--- src/rtl/if_fetch_stage.sv ---
// if_fetch_stage: instruction-fetch stage between the PC register and IF/ID.
// Issues one request/grant/response fetch at a time to instruction memory,
// loads the IF/ID register (pc, inst, valid) and returns pc+4 as next PC.
// fetch_busy_o freezes the PC register while a fetch is outstanding or a
// stalled response is parked in the skid buffer.
//
// Optional build macro IF_MISALIGN_TRAP_EN: adds id_misalign_o and turns a
// misaligned non-bubble PC into a valid NOP tagged for a later trap, rather
// than a silent bubble.
//
// state | meaning
// IDLE  | ready to issue a request for pc_i
// WAIT  | request granted, waiting for the response
// HOLD  | response parked in skid buffer while IF/ID is stalled

module if_fetch_stage #(
    parameter logic [31:0] BUBBLE_PC = 32'hFFFF_FF00,
    parameter logic [31:0] NOP_INST  = 32'h0000_0013
) (
    input  logic        clk,
    input  logic        rst,
    input  logic [31:0] pc_i,
    input  logic        stall_i,
    input  logic        flush_i,
    output logic [31:0] npc_o,
    output logic        fetch_busy_o,
    output logic        imem_req_o,
    output logic [31:0] imem_addr_o,
    input  logic        imem_gnt_i,
    input  logic        imem_rvalid_i,
    input  logic [31:0] imem_rdata_i,
    output logic        id_valid_o,
    output logic [31:0] id_pc_o,
    output logic [31:0] id_inst_o
`ifdef IF_MISALIGN_TRAP_EN
    ,
    output logic        id_misalign_o
`endif
);

    typedef enum logic [1:0] {
        S_IDLE = 2'd0,
        S_WAIT = 2'd1,
        S_HOLD = 2'd2
    } state_t;

    state_t      r_state;
    logic        r_drop;
    logic [31:0] r_addr;
    logic [31:0] r_skid;

    logic        w_is_bubble;
    logic        w_misaligned;
    logic        w_req;
    logic        w_id_load;
    logic        w_id_valid_d;
    logic [31:0] w_id_pc_d;
    logic [31:0] w_id_inst_d;
    logic        w_discard;

    // Request qualification and memory-side outputs
    always_comb begin
        w_is_bubble  = (pc_i == BUBBLE_PC);
        w_misaligned = (pc_i[1:0] != 2'b00);
        w_req        = !rst && (r_state == S_IDLE) && !w_is_bubble
                       && !w_misaligned && !flush_i;
        w_discard    = r_drop || flush_i;
    end

    assign npc_o        = pc_i + 32'd4;
    assign imem_req_o   = w_req;
    assign imem_addr_o  = pc_i;
    assign fetch_busy_o = (r_state != S_IDLE) || (w_req && !imem_gnt_i);

    // Decide whether and with what IF/ID is loaded at the next edge
    always_comb begin
        w_id_load    = 1'b0;
        w_id_valid_d = 1'b0;
        w_id_pc_d    = pc_i;
        w_id_inst_d  = NOP_INST;
        case (r_state)
            S_IDLE: begin
                if (flush_i) begin
                    w_id_load = 1'b1;
                end else if (!stall_i && (w_is_bubble || w_misaligned)) begin
                    w_id_load = 1'b1;
`ifdef IF_MISALIGN_TRAP_EN
                    w_id_valid_d = !w_is_bubble;
`endif
                end
            end
            S_WAIT: begin
                if (imem_rvalid_i) begin
                    // A flushed fetch still completes on the bus; its data becomes a bubble
                    if (w_discard) begin
                        w_id_load = 1'b1;
                        w_id_pc_d = r_addr;
                    end else if (!stall_i) begin
                        w_id_load    = 1'b1;
                        w_id_valid_d = 1'b1;
                        w_id_pc_d    = r_addr;
                        w_id_inst_d  = imem_rdata_i;
                    end
                end
            end
            S_HOLD: begin
                if (flush_i) begin
                    w_id_load = 1'b1;
                end else if (!stall_i) begin
                    w_id_load    = 1'b1;
                    w_id_valid_d = 1'b1;
                    w_id_pc_d    = r_addr;
                    w_id_inst_d  = r_skid;
                end
            end
            default: begin
                w_id_load = 1'b0;
            end
        endcase
    end

    // Fetch FSM with registered IF/ID outputs
    always_ff @(posedge clk) begin
        if (rst) begin
            r_state    <= S_IDLE;
            r_drop     <= 1'b0;
            r_addr     <= 32'd0;
            r_skid     <= 32'd0;
            id_valid_o <= 1'b0;
            id_pc_o    <= 32'd0;
            id_inst_o  <= NOP_INST;
        end else begin
            if (w_id_load) begin
                id_valid_o <= w_id_valid_d;
                id_pc_o    <= w_id_pc_d;
                id_inst_o  <= w_id_inst_d;
            end
            case (r_state)
                S_IDLE: begin
                    if (w_req && imem_gnt_i) begin
                        r_addr  <= pc_i;
                        r_drop  <= 1'b0;
                        r_state <= S_WAIT;
                    end
                end
                S_WAIT: begin
                    if (imem_rvalid_i) begin
                        r_drop <= 1'b0;
                        if (!w_discard && stall_i) begin
                            r_skid  <= imem_rdata_i;
                            r_state <= S_HOLD;
                        end else begin
                            r_state <= S_IDLE;
                        end
                    end else if (flush_i) begin
                        r_drop <= 1'b1;
                    end
                end
                S_HOLD: begin
                    if (flush_i || !stall_i) begin
                        r_state <= S_IDLE;
                    end
                end
                default: begin
                    r_state <= S_IDLE;
                end
            endcase
        end
    end

`ifdef IF_MISALIGN_TRAP_EN
    logic w_trap;

    always_comb begin
        w_trap = (r_state == S_IDLE) && !flush_i && !stall_i
                 && w_misaligned && !w_is_bubble;
    end

    // Misalign tag follows every IF/ID load; set only for a trapped PC
    always_ff @(posedge clk) begin
        if (rst) begin
            id_misalign_o <= 1'b0;
        end else if (w_id_load) begin
            id_misalign_o <= w_trap;
        end
    end
`endif

endmodule
--- config.mk ---
export PLATFORM = sky130hd
export DESIGN_NAME = if_fetch_stage
export DESIGN_NICKNAME = d
export VERILOG_FILES = /design/src/rtl/if_fetch_stage.sv
export SDC_FILE = /design/constraint.sdc
export NUM_CORES = 1
export LEC_CHECK = 0
export CAP_MARGIN = 20
export CELL_PAD_IN_SITES_DETAIL_PLACEMENT = 1
export CELL_PAD_IN_SITES_GLOBAL_PLACEMENT = 2
export CORE_ASPECT_RATIO = 1.25
export CORE_MARGIN = 2
export CORE_UTILIZATION = 25
export CTS_CLUSTER_DIAMETER = 200
export DETAILED_ROUTE_END_ITERATION = 10
export HOLD_SLACK_MARGIN = 0.06
export PLACE_DENSITY = 0.77
export REMOVE_ABC_BUFFERS = 1
export SYNTH_ARGS = -nofsm -noshare
export SYNTH_HDL_FRONTEND = slang
export SYNTH_SLANG_ARGS = --single-unit
export TNS_END_PERCENT = 30
--- constraint.sdc ---
create_clock -name clk -period 2.9 [get_ports clk]
set_input_delay 0.435 -clock clk [delete_from_list [all_inputs] [get_ports clk]]
set_output_delay 0.435 -clock clk [all_outputs]
set_load 0.01 [all_outputs]
---- Word-level counts from Yosys, hierarchy flattened ----
Cells that the tools add are included.
cells by class
  $add $sub $neg .......................... 1
  equal/unequal tests ..................... 7
  muxes and demuxes ....................... 31
  reduce and logical (&&, ||, !) cells .... 27
operator list
  kind                                                                     number
  32-bit two-way mux                                                       9
  32-bit case mux with 2 select lines                                      2
  32-bit by 3-bit adder with 32-bit output, second input constant          1
  32-bit == test, second input constant                                    1
  1-bit two-way mux                                                        12
  3-bit AND reduction                                                      3
  1-bit logical AND                                                        8
  2-bit two-way mux                                                        4
  1-bit logical NOT                                                        7
  2-bit case mux with 3 select lines                                       1
  2-bit nonzero test                                                       3
  1-bit logical OR                                                         4
  2-bit inequality test, second input constant                             2
  1-bit case mux with 2 select lines                                       2
  3-bit inequality test, second input constant                             1
  1-bit case mux with 3 select lines                                       1
  2-bit by 1-bit == test with 1-bit output, second input constant          1
  2-bit == test, second input constant                                     1
  2-bit logical NOT                                                        1
  2-bit by 1-bit inequality test with 1-bit output, second input constant  1
  2-bit AND reduction                                                      1
storage, ports and cells
  register bits ........................... 132
  input bits .............................. 70
  output and inout bits ................... 131
  logic and storage cells ................. 73

---- Depth between registers and ports, before layout ----
Gate-level depths: netlist (run 1).
  depth in word-level cells ............... 8
  depth in mapped cells ................... 9
  mapped depth without buffers ............ 8

---- Worst setup path before layout (run 1) ----
Ideal clock, no wire load.
  path kind ............................... input-to-output
  start ................................... input pc_i[2]
  end ..................................... output fetch_busy_o
  arrival time ............................ 2396 ps
  required time ........................... 2465 ps
  path slack .............................. 69 ps
  stages on the path ...................... 7
  path buffers ............................ 1
  cells stage by stage .................... inv_1 -> ha_1 -> or4b_1 -> or4_4 -> o31ai_2 -> clkbuf_1 -> o21ai_0
between the ends
  word-level cells in the longest chain between the ends .. 7
ends and longest elaborated chain
  item                             RTL line  source
  from (decl)                      22        input logic [31:0] pc_i,
  32-bit == test                   63        w_is_bubble = (pc_i == BUBBLE_PC);
  1-bit logical NOT                65        w_req = !rst && (r_state == S_IDLE) && !w_is_bubble
  1-bit logical AND                65
  1-bit logical AND (2 in series)  66        && !w_misaligned && !flush_i;
  1-bit logical AND                73        assign fetch_busy_o = (r_state != S_IDLE) || (w_req && !imem_gnt_i);
  1-bit logical OR                 73
  to (decl)                        26        output logic fetch_busy_o,
No other way between the ends.

---- Worst setup path after layout (run 1) ----
  start ................................... input pc_i[11]
  end ..................................... output npc_o[29]
between the ends
  word-level cells in the longest chain between the ends .. 1
ends and longest elaborated chain
  item                                      RTL line  source
  32-bit by 3-bit adder with 32-bit output  70        assign npc_o = pc_i + 32'd4;
  to (decl)                                 25        output logic [31:0] npc_o,
No other way between the ends.

==> impl_metrics.py, run 1 <==
metrics = {
    "clock_tree": {
        "cts_tree": "done",
        "htree_levels": 4,
        "clk_pin_slew_ns": 0.05,
        "clock-sinks": 132,
        "cts_hold_buf": 0,
        "numCtsBuffers": 17,
        "cts_buffer_depth": 2,
        "root_buffer": "clkbuf_16",
        "clock_latency_ns": 0.43,
    },
    "global_routing": {
        "grt_busiest_layer": "met2",
        "grt_pass1_wl_um": 46100,
        "grt_usage_pct": 19.0,
        "grt_max_degree": 138,
        "grt_pass1_vias": 7972,
        "antenna_found_initial": 1,
        "grtUsageMet1_pct": 23.8,
        "met3_usage_pct": 5.24,
        "grt_overflow_total": 0,
        "use_met2_pct": 32.5,
    },
    "placement": {
        "placed_cells": 1448,
        "io_buffers": 200,
        "place.gp.congestion": 0.769,
        "dpl.hpwl_um": 18900,
    },
    "run_status": {
        "status": "finished with violations",
        "violations": "setup timing",
    },
    "cells_and_area": {
        "finalNetCount": 1155,
        "area.growth.synth_to_final_pct": 47.8,
        "final_common_cell": "clkdlybuf4s50_1",
        "n_fill_cell": 3412,
        "layout_common_cells": "clkdlybuf4s50_1 (166), dfxtp_1 (132), a21oi_1 (98)",
        "fin_cells": 1488,
        "drive_gt1_share_pct": 18.4,
    },
    "logic_synthesis": {
        "muxShareOfSynthArea_pct": 6.44,
        "yosysWarnings": 0,
        "async_reset_ff_share_pct": 0,
        "synth_ff_type": "dfxtp_1",
        "synth_top_family_by_area": "compound AO/OA/AOI/OAI gates",
        "synth-simple-area-share_pct": 20.3,
        "synth.distinct_cells": 51,
        "synth_adder_area_share_pct": 1.19,
        "syn_avg_cell_area_um2": 8.43,
        "synth_top_area_cell": "dfxtp_1",
        "ys_seq_elements": 132,
        "syn-cell-area_um2": 7360,
        "synth-compound-area-share_pct": 24.1,
        "yosysSeqAreaShare_pct": 35.9,
        "synth_top_area_share_pct": 35.9,
        "synth_xor_area_share_pct": 3.33,
        "synth_area_leaders": "dfxtp_1 (36%), a21oi_1 (6.7%), mux2_4 (5.3%)",
        "synth_edf_count": 0,
        "netlist_instances": 873,
    },
    "setup_path": {
        "end_kind": "output pin",
        "crit_arrival_ns": 2.48,
        "crit_fanout": 3,
        "crit_required_ns": 2.47,
        "crit_type": "in -> out",
        "critPathLaunchType": "input port",
    },
    "timing": {
        "fin_crit_ns": 2.92,
        "slew_violations": 0,
        "fin_skew_ns": 0.0127,
        "finalHoldViolCount": 0,
        "fin_crit_sh_pct": 101,
        "slew-limit-headroom_pct": 50.4,
        "rsz0062_at_grt": "true",
        "setup_viol": 2,
        "worst_slack_ns": -0.0169,
        "clock.fmax_ghz": 0.343,
        "worst_slew_pin_slew_ns": 0.743,
        "finalHoldWorstSlack_ns": 0.454,
    },
    "power_and_ir_drop": {
        "powerDensity_nw_per_um2": 572,
        "finalPower_mw": 6.22,
        "vdd_ir_drop_max_uv": 257,
        "leakage_nw": 4.10,
    },
    "drt": {
        "firstDrtPassIters": 4,
        "drcViolationCount": 0,
        "viasPerCell": 5.05,
        "drt_iter0_drc": 239,
        "avgRoutedWirePerCell_um": 19.5,
        "ant_nets": 0,
        "via_count": 7512,
        "wirelength_um": 29100,
    },
    "hold_path": {
        "min_path_type": "reg -> reg",
    },
    "die": {
        "ios": 201,
        "fp.dieW_um": 157,
        "die-area_um2": 30800,
        "die_h_um": 196,
        "initial_utilization_pct": 25.3,
        "rows": 70,
        "core_um2": 29100,
    },
    "run": {
        "cap_violations": 0,
    },
}
[critical path: stages]
cell and delay [ns]:
clkdlybuf4s50_1 0.48, and4_4 0.27, nand4_1 0.25, or3_4 0.48, buf_4 0.15, nor2_1 0.11
xor2_1 0.15, buf_2 0.15
[cell usage after synthesis, types with 2 or more instances]
cell      count
nor2b_1      32
or3_1         2
buf_1         3
a22o_1        2
a21oi_1      98
clkbuf_1     76
nand2b_1      5
xor2_1        7
buf_2         3
dfxtp_1     132
buf_6         3
and2_1        6
or3b_2        2
and3b_1      32
a21boi_0     30
mux2_2        3
o21ai_0      35
a31oi_1       2
buf_4        34
and4_1        6
o211ai_1     32
and3_1        7
nand3_1      43
nor2_1       39
nand2_1      77
mux2_4       26
nor4_1        3
nor3_1        4
mux2i_1       5
inv_1        10
nand4_1       7
o221ai_1     32
nor3b_1       3
ha_1          7
xnor2_1      21
a32oi_1      29
[flip-flops by register name, summed over array words and instances, names as in the netlist]
name	cells
r_skid	32
r_drop	1
id_inst_o	32
r_state	2
id_pc_o	32
r_addr	32
id_valid_o	1
[kinds of logic (layout without fill, tap and decap cells)]
logic type,count (synthesis),after routing
mux,34,34
compound gates,269,269
flops,132,132
simple gates,273,273
fa+ha+maj,7,7
other cells,0,1
buf+inv,130,348
xor+xnor,28,28
[final cells by class]
| cell class | count | area [um^2] | share of cell area, % |
|---|---|---|---|
| clock inverter | 12 | 203 | 1.86 |
| multi-input combinational | 611 | 4170 | 38.3 |
| antenna | 1 | 2.50 | 0.0230 |
| clock buffer | 20 | 447 | 4.10 |
| inverter | 11 | 41.3 | 0.379 |
| timing repair buffer | 305 | 2880 | 26.5 |
| tap | 396 | 495 | 4.55 |
| sequential | 132 | 2640 | 24.3 |
[path summary, 6_finish.rpt]
check,startpoint,endpoint,slack (ns),cells past startpoint
max,pc_i[11],npc_o[29],-0.02,8
min,r_skid[15],r_skid[15],0.45,2
max reg2reg,r_state[0],id_inst_o[2],0.59,8
min reg2reg,r_skid[15],r_skid[15],0.45,2
[per-stage QoR]
step	worst slack (ns)	util (%)	instance area, um^2	TNS [ns]
3_5_place_dp	-0.624	34.8	10100	-49.48
4_1_cts	0.0113	37.3	10800	0
2_1_floorplan	-1.06	-	6760	-88.21
5_1_grt	-0.0798	37.4	10900	-0.199
6_report	-0.0169	37.4	10900	-0.0229
3_3_place_gp	-0.625	34.8	10100	-44.16
[per-layer routing]
metal,routed length [um],vias to the layer above
li1,-,3551
met5,0,-
met4,365,0
met1,12900,3724
met2,14000,207
met3,1750,30
[where the power goes]
group	internal (mW)	switching, mW
Sequential	1.93	0.0641
Clock	1.55	0.890
Combinational	0.791	0.988
[what timing repair did]
| action | 4_1_cts | 5_1_grt |
|---|---|---|
| resized for setup | 65 | 22 |
| endpoints found under the setup margin | 76 | 15 |
| pin swaps | 12 | 6 |
| buffers inserted | 7 | 0 |
Power figures use the tool's default switching activity.
==> inputs of run 2 (changes only) <==
--- a/config.mk
+++ b/config.mk
@@ -15,6 +15,7 @@
 export DETAILED_ROUTE_END_ITERATION = 10
 export HOLD_SLACK_MARGIN = 0.06
-export PLACE_DENSITY = 0.77
+export PLACE_DENSITY = 0.75
 export REMOVE_ABC_BUFFERS = 1
+export SETUP_SLACK_MARGIN = 0.15
 export SYNTH_ARGS = -nofsm -noshare
 export SYNTH_HDL_FRONTEND = slang
==> constraint.sdc (replaced) <==
create_clock -name clk -period 2.9 [get_ports clk]
set_input_delay 0.435 -clock clk [delete_from_list [all_inputs] [get_ports clk]]
set_output_delay 0.435 -clock clk [all_outputs]
set_load 0.05 [all_outputs]
==> run 2 against run 1 <==
Compared with the run above: the run now ends clean; global-route usage rose by 0.22 points; critical path type is now in -> reg; critical endpoint is now id_pc_o[3]; worst setup slack improved by 0.16 ns; total power rose by 4.0%; die area did not move; combinational power rose by 27%.
==> impl_metrics.py, run 2 (synthesized netlist as in run 1, its figures left out) <==
metrics = {
    "global_routing": {
        "grt_overflow_total": 0,
        "grt_usage_pct": 19.2,
        "grt_pass1_wl_um": 46400,
        "antenna_found_initial": 0,
        "grt_pass1_vias": 7988,
        "grt_max_degree": 138,
    },
    "clock_tree": {
        "clk_pin_slew_ns": 0.06,
        "clock_latency_ns": 0.42,
        "cts_hold_buf": 0,
        "root_buffer": "clkbuf_16",
        "htree_levels": 4,
        "numCtsBuffers": 17,
        "clock-sinks": 132,
        "cts_tree": "done",
        "cts_buffer_depth": 2,
    },
    "cells_and_area": {
        "final_common_cell": "clkdlybuf4s50_1",
        "fin_cells": 1502,
        "layout_common_cells": "clkdlybuf4s50_1 (143), dfxtp_1 (132), buf_4 (121)",
        "n_antenna_cell": 0,
        "finalNetCount": 1170,
        "drive_gt1_share_pct": 23.1,
        "area.growth.synth_to_final_pct": 52.2,
        "final_cell_area_um2": 11200,
    },
    "die": {
        "die_h_um": 196,
        "ios": 201,
        "initial_utilization_pct": 25.3,
        "core_um2": 29100,
        "rows": 70,
        "die-area_um2": 30800,
        "fp.dieW_um": 157,
    },
    "setup_path": {
        "ff2ff_setup_slack_ns": 0.45,
        "crit_type": "in -> reg",
        "reg2regPathDepth": 8,
        "crit_path_end": "id_pc_o[3]",
        "crit_arrival_ns": 3.11,
        "critPathLaunchType": "input port",
        "end_kind": "register",
        "startpoint": "pc_i[3]",
        "crit_fanout": 2,
        "r2r_start": "r_state[0]",
        "crit_required_ns": 3.25,
        "rr_endpoint": "id_inst_o[3]",
    },
    "drt": {
        "wirelength_um": 29500,
        "viasPerCell": 5.00,
        "drcViolationCount": 0,
        "ant_nets": 0,
        "drt_iter0_drc": 340,
        "firstDrtPassIters": 4,
        "via_count": 7504,
        "avgRoutedWirePerCell_um": 19.6,
    },
    "placement": {
        "placed_cells": 1445,
        "placed_cell_area_um2": 10300,
        "dpl.hpwl_um": 19300,
        "io_buffers": 200,
        "pre_cts_slack_ns": -0.344,
        "place.gp.congestion": 0.770,
    },
    "run": {
        "cap_violations": 0,
    },
    "power_and_ir_drop": {
        "p_switching_mw": 2.42,
        "powerDensity_nw_per_um2": 578,
        "finalPower_mw": 6.47,
        "vdd_ir_drop_max_uv": 303,
        "pwr-share-seq_pct": 30.9,
        "swShare_pct": 37.4,
        "p_comb_share_pct": 35.0,
        "p_int_mw": 4.05,
        "clkPwrFrac_pct": 34.1,
        "leakage_nw": 4.24,
    },
    "timing": {
        "slew_violations": 0,
        "worst_slack_ns": 0.140,
        "fin_crit_sh_pct": 95.2,
        "finalHoldWorstSlack_ns": 0.425,
        "setup_viol": 0,
        "fin_crit_ns": 2.76,
        "clock.fmax_ghz": 0.362,
        "fin_skew_ns": 0.0135,
        "finalHoldViolCount": 0,
        "slew-limit-headroom_pct": 49.6,
        "worst_slew_pin_slew_ns": 0.755,
        "rsz0062_at_grt": "true",
    },
    "hold_path": {
        "min_path_type": "in -> reg",
    },
    "run_status": {
        "status": "complete, no violations",
    },
}
## run 2: area by class of cell
| class | instances | area, um^2 |
|---|---|---|
| inverter | 11 | 41.3 |
| multi-input combinational | 611 | 4250 |
| timing repair buffer | 320 | 3180 |
| sequential | 132 | 2640 |
| clock buffer | 18 | 439 |
| clock inverter | 14 | 154 |
| tap | 396 | 495 |
| fill | 3375 | 17900 |
## run 2: what timing repair did
item / in CTS / in global routing
gates resized for setup: 67 / 13
pin swaps: 20 / 9
hold endpoints to repair: 0 / 0
setup endpoints to repair: 67 / 16
buffers inserted: 24 / 1
## run 2: power groups by stage
stage,Sequential (mW),Combinational [mW],Clock [mW]
after floorplan,2.36,0.809,0
after global placement,2.04,2.22,0
after detailed placement,2.04,2.24,0
after CTS,2.00,2.27,2.26
after global routing,2.02,2.40,2.34
final,2.00,2.26,2.21
## run 2: metrics by stage
stage | TNS, ns | util [%]
4_1_cts | 0 | 38.3
3_3_place_gp | -26.64 | 35.4
6_report | 0 | 38.5
5_1_grt | 0 | 38.5
2_1_floorplan | -114.39 | -
3_5_place_dp | -30.14 | 35.4
## run 2: how the worst min path moves through the flow
stage                          start    endpoint  slack [ns]  depth (start not counted)
final                        pc_i[3]   r_addr[3]        0.42                          4
after global routing         pc_i[3]   r_addr[3]        0.44                          4
after CTS                    pc_i[2]   r_addr[2]        0.41                          4
after detailed placement  r_skid[18]  r_skid[18]        0.45                          2
after global placement    r_skid[20]  r_skid[20]        0.44                          2
after floorplan           r_skid[10]  r_skid[10]        0.43                          2
## run 2: worst max-delay path, cell delays in order
cell,delay (ns)
buf_6,0.07
inv_2,0.04
buf_4,0.12
buf_4,0.13
buf_4,0.13
buf_4,0.12
buf_4,0.12
buf_4,0.12
buf_4,0.12
buf_4,0.13
buf_4,0.12
buf_4,0.12
buf_4,0.12
buf_4,0.13
buf_4,0.13
buf_4,0.12
buf_4,0.12
buf_4,0.12
buf_4,0.12
buf_4,0.13
a21oi_4,0.11
o221ai_2,0.11
a21oi_2,0.13
## run 2: routing by layer
| layer | global-route usage (%) | vias to the layer above | wire length, um |
|---|---|---|---|
| met5 | 0 | - | 0 |
| met4 | 5.02 | 0 | 274 |
| met3 | 4.09 | 16 | 1680 |
| met2 | 33.0 | 204 | 14600 |
| met1 | 24.4 | 3709 | 13000 |
| li1 | - | 3575 | - |
==> inputs of run 3 (changes only) <==
Settings changed: CAP_MARGIN 20 to 25.
==> results of run 3 <==
Final layout, timing and power as in run 2 (identical DEF).
